==> src/rtl/reg_file_pkg.sv <==
`default_nettype none
// ============================================================================
// Module  : reg_file_pkg
// Purpose : Shared write-op encodings and the post-write value function used
//           by both the storage cells and the read bypass path.
// Rev     : 1.0  initial release
// ============================================================================
package reg_file_pkg;

    typedef enum logic [1:0] {
        OP_NONE = 2'b00,
        OP_LOAD = 2'b01,
        OP_INC  = 2'b10,
        OP_CLR  = 2'b11
    } wr_op_e;

    // Widest register supported; callers zero-extend into this and keep
    // only their own low WIDTH bits, so the increment wraps modulo 2^WIDTH.
    localparam int MAX_W = 64;

    typedef logic [MAX_W-1:0] word_t;

    // Value a register holds after a write of 'op' with old contents old_val.
    function automatic word_t next_value(input wr_op_e op,
                                         input word_t  old_val,
                                         input word_t  din);
        word_t r;
        case (op)
            OP_LOAD: r = din;
            OP_INC:  r = old_val + word_t'(1);
            OP_CLR:  r = '0;
            default: r = old_val;
        endcase
        return r;
    endfunction

endpackage
`default_nettype wire

==> src/rtl/reg_file_ops_reg_cell.sv <==
`default_nettype none
// ============================================================================
// Module  : reg_cell
// Purpose : One WIDTH-bit register with async active-low clear, applying a
//           load / increment / clear op when write-enabled.
// Rev     : 1.0  initial release
// ============================================================================
module reg_cell
    import reg_file_pkg::*;
#(
    parameter int WIDTH = 16
) (
    input  logic             clk_i,
    input  logic             rst_ni,
    input  logic             we_i,
    input  logic [1:0]       op_i,
    input  logic [WIDTH-1:0] din_i,
    output logic [WIDTH-1:0] q_o
);

    logic [WIDTH-1:0] val_q;
    logic [WIDTH-1:0] val_d;
    word_t            old_ext;
    word_t            din_ext;
    word_t            next_ext;

    // Next value: apply the op only when this cell is the write target.
    always_comb begin
        old_ext              = '0;
        old_ext[WIDTH-1:0]   = val_q;
        din_ext              = '0;
        din_ext[WIDTH-1:0]   = din_i;
        next_ext             = next_value(wr_op_e'(op_i), old_ext, din_ext);
        val_d                = we_i ? next_ext[WIDTH-1:0] : val_q;
    end

    // Bits above WIDTH (increment carry) are deliberately discarded.
    if (WIDTH < MAX_W) begin : g_tail
        logic unused_tail;
        assign unused_tail = |next_ext[MAX_W-1:WIDTH];
    end

    // Storage register, cleared asynchronously.
    always_ff @(posedge clk_i or negedge rst_ni) begin
        if (!rst_ni) begin
            val_q <= '0;
        end else begin
            val_q <= val_d;
        end
    end

    assign q_o = val_q;

endmodule
`default_nettype wire

==> src/rtl/reg_file_ops.sv <==
`default_nettype none
// ============================================================================
// Module  : reg_file_ops
// Purpose : DEPTH x WIDTH register bank with one op-carrying write port
//           (load / increment / clear), two independent registered read
//           ports with write-first bypass, and an increment-wrap pulse.
// Rev     : 1.0  initial release
// ============================================================================
module reg_file_ops
    import reg_file_pkg::*;
#(
    parameter int WIDTH    = 16,
    parameter int DEPTH    = 8,
    parameter int AW       = $clog2(DEPTH),
    parameter bit ZERO_REG = 1'b0
) (
    input  logic             CLOCK_50,
    input  logic             rest,
    input  logic [1:0]       wr_op,
    input  logic [AW-1:0]    wr_addr,
    input  logic [WIDTH-1:0] wr_data,
    input  logic             rd_en_a,
    input  logic [AW-1:0]    rd_addr_a,
    output logic [WIDTH-1:0] rd_data_a,
    output logic             rd_valid_a,
    input  logic             rd_en_b,
    input  logic [AW-1:0]    rd_addr_b,
    output logic [WIDTH-1:0] rd_data_b,
    output logic             rd_valid_b,
    output logic             inc_wrap
);

    // Address space rounded up to a power of two; slots past DEPTH read 0.
    localparam int NSLOT = 1 << AW;

    logic [WIDTH-1:0] cell_q [NSLOT];

    logic             wr_eff;
    logic [WIDTH-1:0] wr_old;
    logic [WIDTH-1:0] wr_next;
    word_t            wr_old_ext;
    word_t            wr_din_ext;
    word_t            wr_next_ext;

    logic [WIDTH-1:0] rd_data_a_q, rd_data_a_d;
    logic [WIDTH-1:0] rd_data_b_q, rd_data_b_d;
    logic             rd_valid_a_q, rd_valid_b_q;
    logic             inc_wrap_q, inc_wrap_d;

    // An address is backed by real storage: inside DEPTH and not a pinned r0.
    function automatic logic addr_live(input logic [AW-1:0] a);
        return ({1'b0, a} < (AW+1)'(DEPTH)) && !(ZERO_REG && (a == '0));
    endfunction

    // Storage cells for live slots, constant zero for the padding slots.
    for (genvar i = 0; i < NSLOT; i++) begin : g_slot
        if (i < DEPTH) begin : g_cell
            reg_cell #(
                .WIDTH (WIDTH)
            ) u_cell (
                .clk_i  (CLOCK_50),
                .rst_ni (rest),
                .we_i   (wr_eff && (wr_addr == AW'(i))),
                .op_i   (wr_op),
                .din_i  (wr_data),
                .q_o    (cell_q[i])
            );
        end else begin : g_pad
            assign cell_q[i] = '0;
        end
    end

    // Write decode and the value the target will hold after this edge.
    always_comb begin
        wr_eff                  = (wr_op != OP_NONE) && addr_live(wr_addr);
        wr_old                  = cell_q[wr_addr];
        wr_old_ext              = '0;
        wr_old_ext[WIDTH-1:0]   = wr_old;
        wr_din_ext              = '0;
        wr_din_ext[WIDTH-1:0]   = wr_data;
        wr_next_ext             = next_value(wr_op_e'(wr_op), wr_old_ext, wr_din_ext);
        wr_next                 = wr_next_ext[WIDTH-1:0];
        inc_wrap_d              = wr_eff && (wr_op == OP_INC) && (&wr_old);
    end

    if (WIDTH < MAX_W) begin : g_tail
        logic unused_tail;
        assign unused_tail = |wr_next_ext[MAX_W-1:WIDTH];
    end

    // Read muxes with write-first bypass; dead addresses read as zero.
    always_comb begin
        rd_data_a_d = rd_data_a_q;
        rd_data_b_d = rd_data_b_q;
        if (rd_en_a) begin
            if (!addr_live(rd_addr_a)) begin
                rd_data_a_d = '0;
            end else if (wr_eff && (wr_addr == rd_addr_a)) begin
                rd_data_a_d = wr_next;
            end else begin
                rd_data_a_d = cell_q[rd_addr_a];
            end
        end
        if (rd_en_b) begin
            if (!addr_live(rd_addr_b)) begin
                rd_data_b_d = '0;
            end else if (wr_eff && (wr_addr == rd_addr_b)) begin
                rd_data_b_d = wr_next;
            end else begin
                rd_data_b_d = cell_q[rd_addr_b];
            end
        end
    end

    // Output registers; reset cancels any pending read and wrap pulse.
    always_ff @(posedge CLOCK_50 or negedge rest) begin
        if (!rest) begin
            rd_data_a_q  <= '0;
            rd_data_b_q  <= '0;
            rd_valid_a_q <= 1'b0;
            rd_valid_b_q <= 1'b0;
            inc_wrap_q   <= 1'b0;
        end else begin
            rd_data_a_q  <= rd_data_a_d;
            rd_data_b_q  <= rd_data_b_d;
            rd_valid_a_q <= rd_en_a;
            rd_valid_b_q <= rd_en_b;
            inc_wrap_q   <= inc_wrap_d;
        end
    end

    assign rd_data_a  = rd_data_a_q;
    assign rd_data_b  = rd_data_b_q;
    assign rd_valid_a = rd_valid_a_q;
    assign rd_valid_b = rd_valid_b_q;
    assign inc_wrap   = inc_wrap_q;

endmodule
`default_nettype wire

==> config.mk <==
export PLATFORM = sky130hd
export DESIGN_NAME = reg_file_ops
export DESIGN_NICKNAME = d
export VERILOG_FILES = /design/src/rtl/reg_file_pkg.sv /design/src/rtl/reg_file_ops_reg_cell.sv /design/src/rtl/reg_file_ops.sv
export SDC_FILE = /design/constraint.sdc
export NUM_CORES = 1
export LEC_CHECK = 0
export CAP_MARGIN = 5
export CELL_PAD_IN_SITES_DETAIL_PLACEMENT = 1
export CELL_PAD_IN_SITES_GLOBAL_PLACEMENT = 1
export CORE_MARGIN = 5
export CORE_UTILIZATION = 43
export DETAILED_ROUTE_END_ITERATION = 10
export PLACE_DENSITY_LB_ADDON = 0.2
export SLEW_MARGIN = 20
export SYNTH_ARGS = -nofsm -noshare
export SYNTH_HDL_FRONTEND = slang
export SYNTH_SLANG_ARGS = --single-unit
==> constraint.sdc <==
create_clock -name CLOCK_50 -period 2.5 [get_ports CLOCK_50]
set_input_delay 0.5 -clock CLOCK_50 [delete_from_list [all_inputs] [get_ports CLOCK_50]]
set_output_delay 0.5 -clock CLOCK_50 [all_outputs]
set_load 0.05 [all_outputs]
==> results of run 1 <==
[path summary, 6_finish.rpt]
path | from | to | depth (start not counted)
setup reg to reg | g_slot[5].g_cell.u_cell.q_o[0] | rd_data_a[14] | 10
hold / removal | rest | g_slot[0].g_cell.u_cell.q_o[2] | 1
hold reg to reg | rd_data_b[5] | rd_data_b[5] | 1
setup / recovery | wr_addr[0] | rd_data_a[14] | 10
min in group CLOCK_50 | rd_data_b[5] | rd_data_b[5] | 1
max in group asynchronous | rest | g_slot[4].g_cell.u_cell.q_o[13] | 2
[kinds of logic (layout without fill, tap and decap cells)]
family                   count (synthesis)  count (layout)
multiplexers                           150             150
XOR/XNOR                                 6               6
AO/OA/AOI/OAI                          510             510
flip-flops                             163             163
other                                    0               1
buffers and inverters                  156             393
adder cells (fa/ha/maj)                  9               9
AND/OR/NAND/NOR                        412             412
[cell type report]
type,instances,area share [%]
Multi-Input combinational cell,1087,50.5
Sequential cell,163,24.9
Timing Repair Buffer,325,17.2
Tap cell,390,2.98
Clock buffer,17,2.60
Clock inverter,14,1.01
Inverter,37,0.863
Antenna cell,1,0.0153
[power groups by stage]
stage / clock (mW) / sequential [mW] / combinational, mW
after global placement: 0 / 3.73 / 4.55
final: 2.84 / 3.75 / 4.88
after global routing: 2.96 / 3.80 / 5.14
after floorplan: 0 / 4.08 / 2.13
after detailed placement: 0 / 3.75 / 4.70
after CTS: 2.86 / 3.71 / 4.76
[worst register-to-register path: stages (launching register included)]
cell and delay [ns]:
sky130_fd_sc_hd__dfrtp_1 0.38, sky130_fd_sc_hd__mux2_2 0.18, sky130_fd_sc_hd__o21ai_2 0.08, sky130_fd_sc_hd__a211oi_4 0.33
sky130_fd_sc_hd__ha_4 0.20, sky130_fd_sc_hd__inv_4 0.04, sky130_fd_sc_hd__nor3_4 0.29, sky130_fd_sc_hd__and2_4 0.21
sky130_fd_sc_hd__nand2_1 0.12, sky130_fd_sc_hd__a211oi_2 0.28, sky130_fd_sc_hd__o221ai_1 0.14
[cell usage in the layout (no fill, tap or decap), types with 23 or more instances in the layout]
cell type,Yosys,final
sky130_fd_sc_hd__clkdlybuf4s50_1,0,57
sky130_fd_sc_hd__buf_4,3,241
sky130_fd_sc_hd__mux4_2,76,77
sky130_fd_sc_hd__a21oi_1,51,51
sky130_fd_sc_hd__o31a_1,25,25
sky130_fd_sc_hd__a31oi_1,49,49
sky130_fd_sc_hd__o211ai_1,23,23
sky130_fd_sc_hd__a22o_1,40,40
sky130_fd_sc_hd__and3_1,32,32
sky130_fd_sc_hd__dfrtp_1,163,162
sky130_fd_sc_hd__nor2_1,77,76
sky130_fd_sc_hd__nand3_1,40,40
sky130_fd_sc_hd__inv_1,35,34
sky130_fd_sc_hd__mux2_2,37,36
sky130_fd_sc_hd__nand2_1,163,159
sky130_fd_sc_hd__o21ai_0,213,211
sky130_fd_sc_hd__mux2i_1,25,24
[per-layer routing]
metal,GRT usage [%],up-vias,wire (um)
li1,-,5862,-
met1,44.7,7021,23400
met2,56.0,742,27100
met3,10.3,139,6150
met4,13.9,6,2180
met5,1.29,-,74
[per-stage QoR]
stage,std cells,hold slack (ns)
floorplan,1406,0.204
global placement,2000,0.472
detailed placement,2000,0.480
CTS,2031,0.00782
global route,2034,0.0308
finish,2034,-0.00554
[what timing repair did]
item	in CTS	in global routing
endpoints found under the setup margin	11	10
buffers inserted	0	2
pin swaps	0	6
resized for setup	3	10
hold buffers	0	0
[sequential cells by signal, indices dropped and copies added, names as in the netlist]
signal and cells:
g_slot.g_cell.u_cell.q_o 128, inc_wrap 1, rd_data_a 16, rd_data_b 16, rd_valid_a 1, rd_valid_b 1
==> results.md, run 1 <==
- Worst hold path class: primary input to async pin
- Most instantiated library cell after synthesis: sky130_fd_sc_hd__o21ai_0
- Tightest hold margin: -0.00554 ns
- Period Utilization, post-route: 96.4%
- Utilization after layout: 55.3%
- Simple-gate share of the synthesized area: 15.5%
- Count of H-tree levels built during CTS: 4
- Critical path's slowest cell: sky130_fd_sc_hd__mux4_2
- Overall routed net length: 58900 um
- Power per Cell Area: 700 nW/um2
- Switching share of power: 41.0%
- Number of synthesis warnings: 0
- Clock transition at path regs: 0.07 ns
- DR iter-0 viols: 1677
- Number of nets in the final layout: 1671
- Average wire length per cell after detail routing: 29.0 um
- Cell-by-cell trace of the critical path: buf_2 -> buf_4 -> buf_4 -> mux4_2 -> mux2i_1 -> buf_4 -> nor2_1 -> a221o_1 -> a211oi_2 -> o221ai_1
- Crit end category: flop
- CP top delay family: buffers and inverters
- Violations in the final reports: negative hold slack
- Internal power: 6.76 mW
- DRC errors left: 0
- Io pins: 66
- Vias in the first global route: 14200
- DP Area: 15700 um2
- Chip Width: 183 um
- All-Layer GR Usage: 35.0%
- Setup Slack @ Placement: -0.548 ns
- Area of the multi-input gates: 8270 um2
- Share of the synthesized netlist area taken by xor and xnor gates: 0.407%
- CTS root buffer: sky130_fd_sc_hd__clkbuf_16
- Fraction of final layout cells sized beyond drive strength 1: 27.6%
- Startpoint-to-endpoint class of the critical path: primary input to flop
- Post-Route Setup TNS: 0 ns
- Data arrival time at the worst-slack endpoint: 2.72 ns
- Grt total ovfl: 0
- Number of distinct library cell variants in the gate-level netlist after synthesis: 77
- Global-route wire length before repair: 88700 um
- Fraction of the yosys area taken by sequential cells: 31.6%
- Antenna violations before repair: 3
- Critical path buffer and inverter count: 4
- Post-synthesis cell count: 1406
- Floorplan die area: 33600 um2
- Psw: 4.71 mW
- Peak fanout along the critical path: 10
- Multiplexer area fraction after synthesis: 20.6%
- Post-synth EDFFs: 0
- Clk sink count: 163
- Worst-margin pin slew: 1.11 ns
- Area of the core: 29600 um2
- Synth Area per Inst: 9.18 um2
- Max_slew headroom: 25.8%
- Dominant register cell in the synthesized netlist: sky130_fd_sc_hd__dfrtp_1
- Vertical die dimension: 183 um
- Status: finished with violations
- Filler instances: 3379
- Dominant cells by area after synthesis: sky130_fd_sc_hd__dfrtp_1, sky130_fd_sc_hd__mux4_2, sky130_fd_sc_hd__o21ai_0
- CP Data Required Time: 2.81 ns
- # setup viols final: 0
- Critical Path Start Type: primary input
- Leakage: 6.82 nW
- Compound-Gate Fraction of Synth Area: 25.8%
- Nets in the synthesized netlist: 1446
- PortBufs: 65
- Maximum number of pins on one net before global-route repair: 51
- Combinational family with the most area after synthesis: compound AO/OA/AOI/OAI gates
- Power share of the combinational group: 42.5%
- Area Growth Syn to Fin: 26.9%
- Count of antenna-violating nets left after detailed routing: 0
- CTS tree: built
- Register cell area after layout: 4080 um2
- Final Max Tran Viols: 0
- Final Skew: 0.0192 ns
- Yosys reg bits: 163
- Insertion delay to the later sink of the worst-skew pair: 0.46 ns
- Leading cell types by count after synthesis: sky130_fd_sc_hd__o21ai_0, sky130_fd_sc_hd__dfrtp_1, sky130_fd_sc_hd__nand2_1
- Total CTS buffers: 17
- Highest ir drop seen on vdd: 0.000436 V
- Vias post-DR: 13800
- Most used cell along the critical path: sky130_fd_sc_hd__buf_4
- Achievable frequency: 0.415 GHz
- Maximum single-stage delay on the critical path: 0.34 ns
- Setup slack on the worst flop-to-flop path: 0.09 ns
- Starting density of the core: 43.5%
- Sequential cell fraction of total power: 32.7%
- Area share of the largest cell type after synthesis: 31.6%
- Post-route minimum period: 2.41 ns
- Post-DR vias/cell: 6.77
- First drt pass iteration count: 6
- Worst setup margin: 0.0893 ns
- Detailed placement HPWL: 45800 um
- Post-synthesis async set-or-reset flop share: 100%
- Final cell area excluding filler cells: 16400 um2
- Clock network fraction of design power: 24.8%
- Number of rows in the core area: 63
- Largest buffer count on any clock path: 2
- Final hold viol count: 3
- Library cell occupying the most area in the post-synthesis netlist: sky130_fd_sc_hd__dfrtp_1
- Routability Congestion: 0.972
- Max-cap check violation count: 0
- Area share of fa/ha/maj cells after synthesis: 0.872%
- Area of the mapped netlist: 12900 um2
- Post-layout power: 11.5 mW
Power figures use the tool's default switching activity.
==> run 2, diff against run 1 <==
CAP_MARGIN = unset   (was 5)
==> results of run 2 <==
The final DEF is identical to that of run 1; final timing and power are the same.
==> run 3, diff against run 2 <==
PLACE_DENSITY = 0.76   (was unset)
PLACE_DENSITY_LB_ADDON = unset   (was 0.2)
==> results.md, run 3 (synthesized netlist as in run 1, its figures left out) <==
- Average wire length per cell after detail routing: 29.5 um (+1.8%)
- Worst-margin pin slew: 1.15 ns (+0.0438 ns)
- Post-Route Setup TNS: 0 ns (unchanged)
- Final hold viol count: 0 (-3)
- Most common cell after layout, fill and taps aside: sky130_fd_sc_hd__buf_4
- Maximum number of pins on one net before global-route repair: 61 (+20%)
- Io pins: 66 (unchanged)
- Power per Cell Area: 703 nW/um2 (+0.42%)
- Period Utilization, post-route: 99.3% (+2.8 points)
- All-Layer GR Usage: 35.6% (+0.60 points)
- Peak fanout along the critical path: 2 (-8)
- Area of the core: 29600 um2 (unchanged)
- Max_slew headroom: 22.9% (-2.9 points)
- Largest buffer count on any clock path: 2 (unchanged)
- Critical path buffer and inverter count: 2 (-2)
- Vias in the first global route: 14300 (+0.65%)
- Maximum single-stage delay on the critical path: 0.51 ns (+0.17 ns)
- CP top delay family: multiplexers
- CTS tree: built
- Vias post-DR: 14000 (+1.4%)
- Highest ir drop seen on vdd: 0.000520 V (+19%)
- Max-cap check violation count: 0 (unchanged)
- # setup viols final: 0 (unchanged)
- DR iter-0 viols: 1533 (-8.6%)
- Post-DR vias/cell: 6.85 (+1.2%)
- Setup repair after global routing missed its margin: true
- Overall routed net length: 60100 um (+1.9%)
- Clk sink count: 163 (unchanged)
- Floorplan die area: 33600 um2 (unchanged)
- Final cell area excluding filler cells: 16400 um2 (+0.12%)
- Number of nets in the final layout: 1673 (+0.12%)
- Starting density of the core: 43.5% (unchanged)
- Non-filler instance count after layout: 2037 (+0.15%)
- Critical path's slowest cell: sky130_fd_sc_hd__mux4_2
- CTS root buffer: sky130_fd_sc_hd__clkbuf_16
- Startpoint of the worst-slack reg-to-reg timing path: g_slot[6].g_cell.u_cell.q_o[1]
- Flip-flop count of the largest register after layout: 128 (unchanged)
- DRC errors left: 0 (unchanged)
- Number of rows in the core area: 63 (unchanged)
- Post-layout power: 11.5 mW (+0.54%)
- Critical Path Start Type: flop
- DP Area: 15700 um2 (about the same)
- Final Max Tran Viols: 0 (unchanged)
- CP Data Required Time: 2.85 ns (+0.04 ns)
- Routability Congestion: 0.994 (+2.3%)
- Setup slack on the worst flop-to-flop path: 0.02 ns (-0.07 ns)
- Count of antenna-violating nets left after detailed routing: 0 (unchanged)
- Achievable frequency: 0.403 GHz (-2.8%)
- Worst hold path class: primary input to async pin
- Area Growth Syn to Fin: 27.1%
- Clock transition at path regs: 0.07 ns (about the same)
- Worst setup margin: 0.0186 ns (-0.0707 ns)
- CTS Hold Buffers Added: 0 (unchanged)
- Fraction of final layout cells sized beyond drive strength 1: 27.7% (+0.088 points)
- Grt total ovfl: 0 (unchanged)
- Vertical die dimension: 183 um (unchanged)
- # placed instances: 2003 (+0.15%)
- First drt pass iteration count: 5 (-1)
- Insertion delay to the later sink of the worst-skew pair: 0.46 ns (about the same)
- Worst flop-to-flop path endpoint: rd_data_b[2]
- PortBufs: 65 (unchanged)
- Count of H-tree levels built during CTS: 4 (unchanged)
- Post-route minimum period: 2.48 ns (+0.0707 ns)
- Detailed placement HPWL: 46700 um (+2.0%)
- Crit end category: flop
- Antenna violations before repair: 6 (+3)
- Worst-case reg-to-reg path depth: 11 (+1)
- Final Skew: 0.0148 ns (-0.00436 ns)
- Filler instances: 3409 (+0.89%)
- Total CTS buffers: 17 (unchanged)
- Data arrival time at the worst-slack endpoint: 2.83 ns (+0.11 ns)
- Startpoint-to-endpoint class of the critical path: flop to flop
- Setup Slack @ Placement: -0.554 ns (-0.00627 ns)
- Cell-by-cell trace of the critical path: mux4_2 -> nand2_2 -> nand2_4 -> ha_4 -> inv_4 -> buf_4 -> nor3_1 -> a21oi_1 -> a2bb2oi_2 -> o21ai_0 -> mux2_2
- Global-route wire length before repair: 90200 um (+1.6%)
- Chip Width: 183 um (unchanged)
- Commonest cells after routing, fill and taps aside: sky130_fd_sc_hd__buf_4, sky130_fd_sc_hd__o21ai_0, sky130_fd_sc_hd__nand2_1
- Status: complete, no violations
- Leakage: 6.82 nW (about the same)
run 3: cell count changes in the layout (fill, tap and decap cells not counted), moves of 3 or more:
cell | previous run | this run
sky130_fd_sc_hd__clkinvlp_4 | 1 | 6
sky130_fd_sc_hd__inv_6 | 7 | 1
sky130_fd_sc_hd__dfrtp_2 | 1 | 6
sky130_fd_sc_hd__buf_4 | 241 | 244
sky130_fd_sc_hd__dfrtp_1 | 162 | 157
run 3: cell type report:
| class | count | area (um2) | area share [%] |
|---|---|---|---|
| multi-input combinational | 1087 | 8260 | 50.3 |
| tap | 390 | 488 | 2.97 |
| timing repair buffer | 327 | 2820 | 17.2 |
| inverter | 37 | 141 | 0.862 |
| clock buffer | 20 | 457 | 2.78 |
| sequential | 163 | 4090 | 24.9 |
| clock inverter | 11 | 153 | 0.931 |
| antenna | 2 | 5.00 | 0.0305 |
run 3: where the power goes:
part / switching (mW) / leakage [nW] / internal, mW / total [mW]
registers: 0.664 / 2.06 / 3.15 / 3.82
clock network: 1.23 / 0.277 / 1.62 / 2.85
logic: 2.76 / 4.48 / 2.10 / 4.86
total: 4.65 / 6.82 / 6.88 / 11.5
run 3: per-layer routing:
metal  up-vias  wire, um  GRT usage, %
met2       814     27400          56.2
li1       5851         -             -
met1      7125     24000          47.3
met5         -        36             0
met3       163      6210          9.20
met4         6      2390          13.7
run 3: through the flow:
stage | hold slack, ns | utilization [%]
3_3_place_gp | 0.480 | 53.1
6_report | 0.0294 | 55.3
3_5_place_dp | 0.478 | 53.1
5_1_grt | 0.0517 | 55.3
4_1_cts | 0.0634 | 55.2
2_1_floorplan | 0.204 | -
run 3: worst max-delay path by stage:
stage | startpoint | to | cells past startpoint | slack [ns]
3_3_place_gp | wr_addr[1] | rd_data_b[14] | 9 | -0.47
6_report | g_slot[6].g_cell.u_cell.q_o[1] | rd_data_b[2] | 11 | 0.02
2_1_floorplan | wr_addr[1] | rd_data_b[6] | 12 | -0.08
3_5_place_dp | wr_addr[1] | rd_data_b[15] | 9 | -0.55
5_1_grt | g_slot[6].g_cell.u_cell.q_o[0] | rd_data_b[12] | 10 | -0.04
4_1_cts | g_slot[6].g_cell.u_cell.q_o[0] | rd_data_b[12] | 10 | 0.02
run 3: timing repair:
action | in CTS | in global routing
cloned | 0 | 0
hold endpoints to repair | 0 | 0
setup buffers | 0 | 1
pin swaps | 0 | 6
setup endpoints to repair | 8 | 14
gates resized for setup | 2 | 14
run 3: worst reg2reg max path: cells and delay by family (launching register included):
kind            cells  cell delay (ns)
compound gates      3             0.53
flops               1             0.45
buf+inv             2             0.16
fa+ha+maj           1             0.18
mux                 2             0.80
simple gates        3             0.25
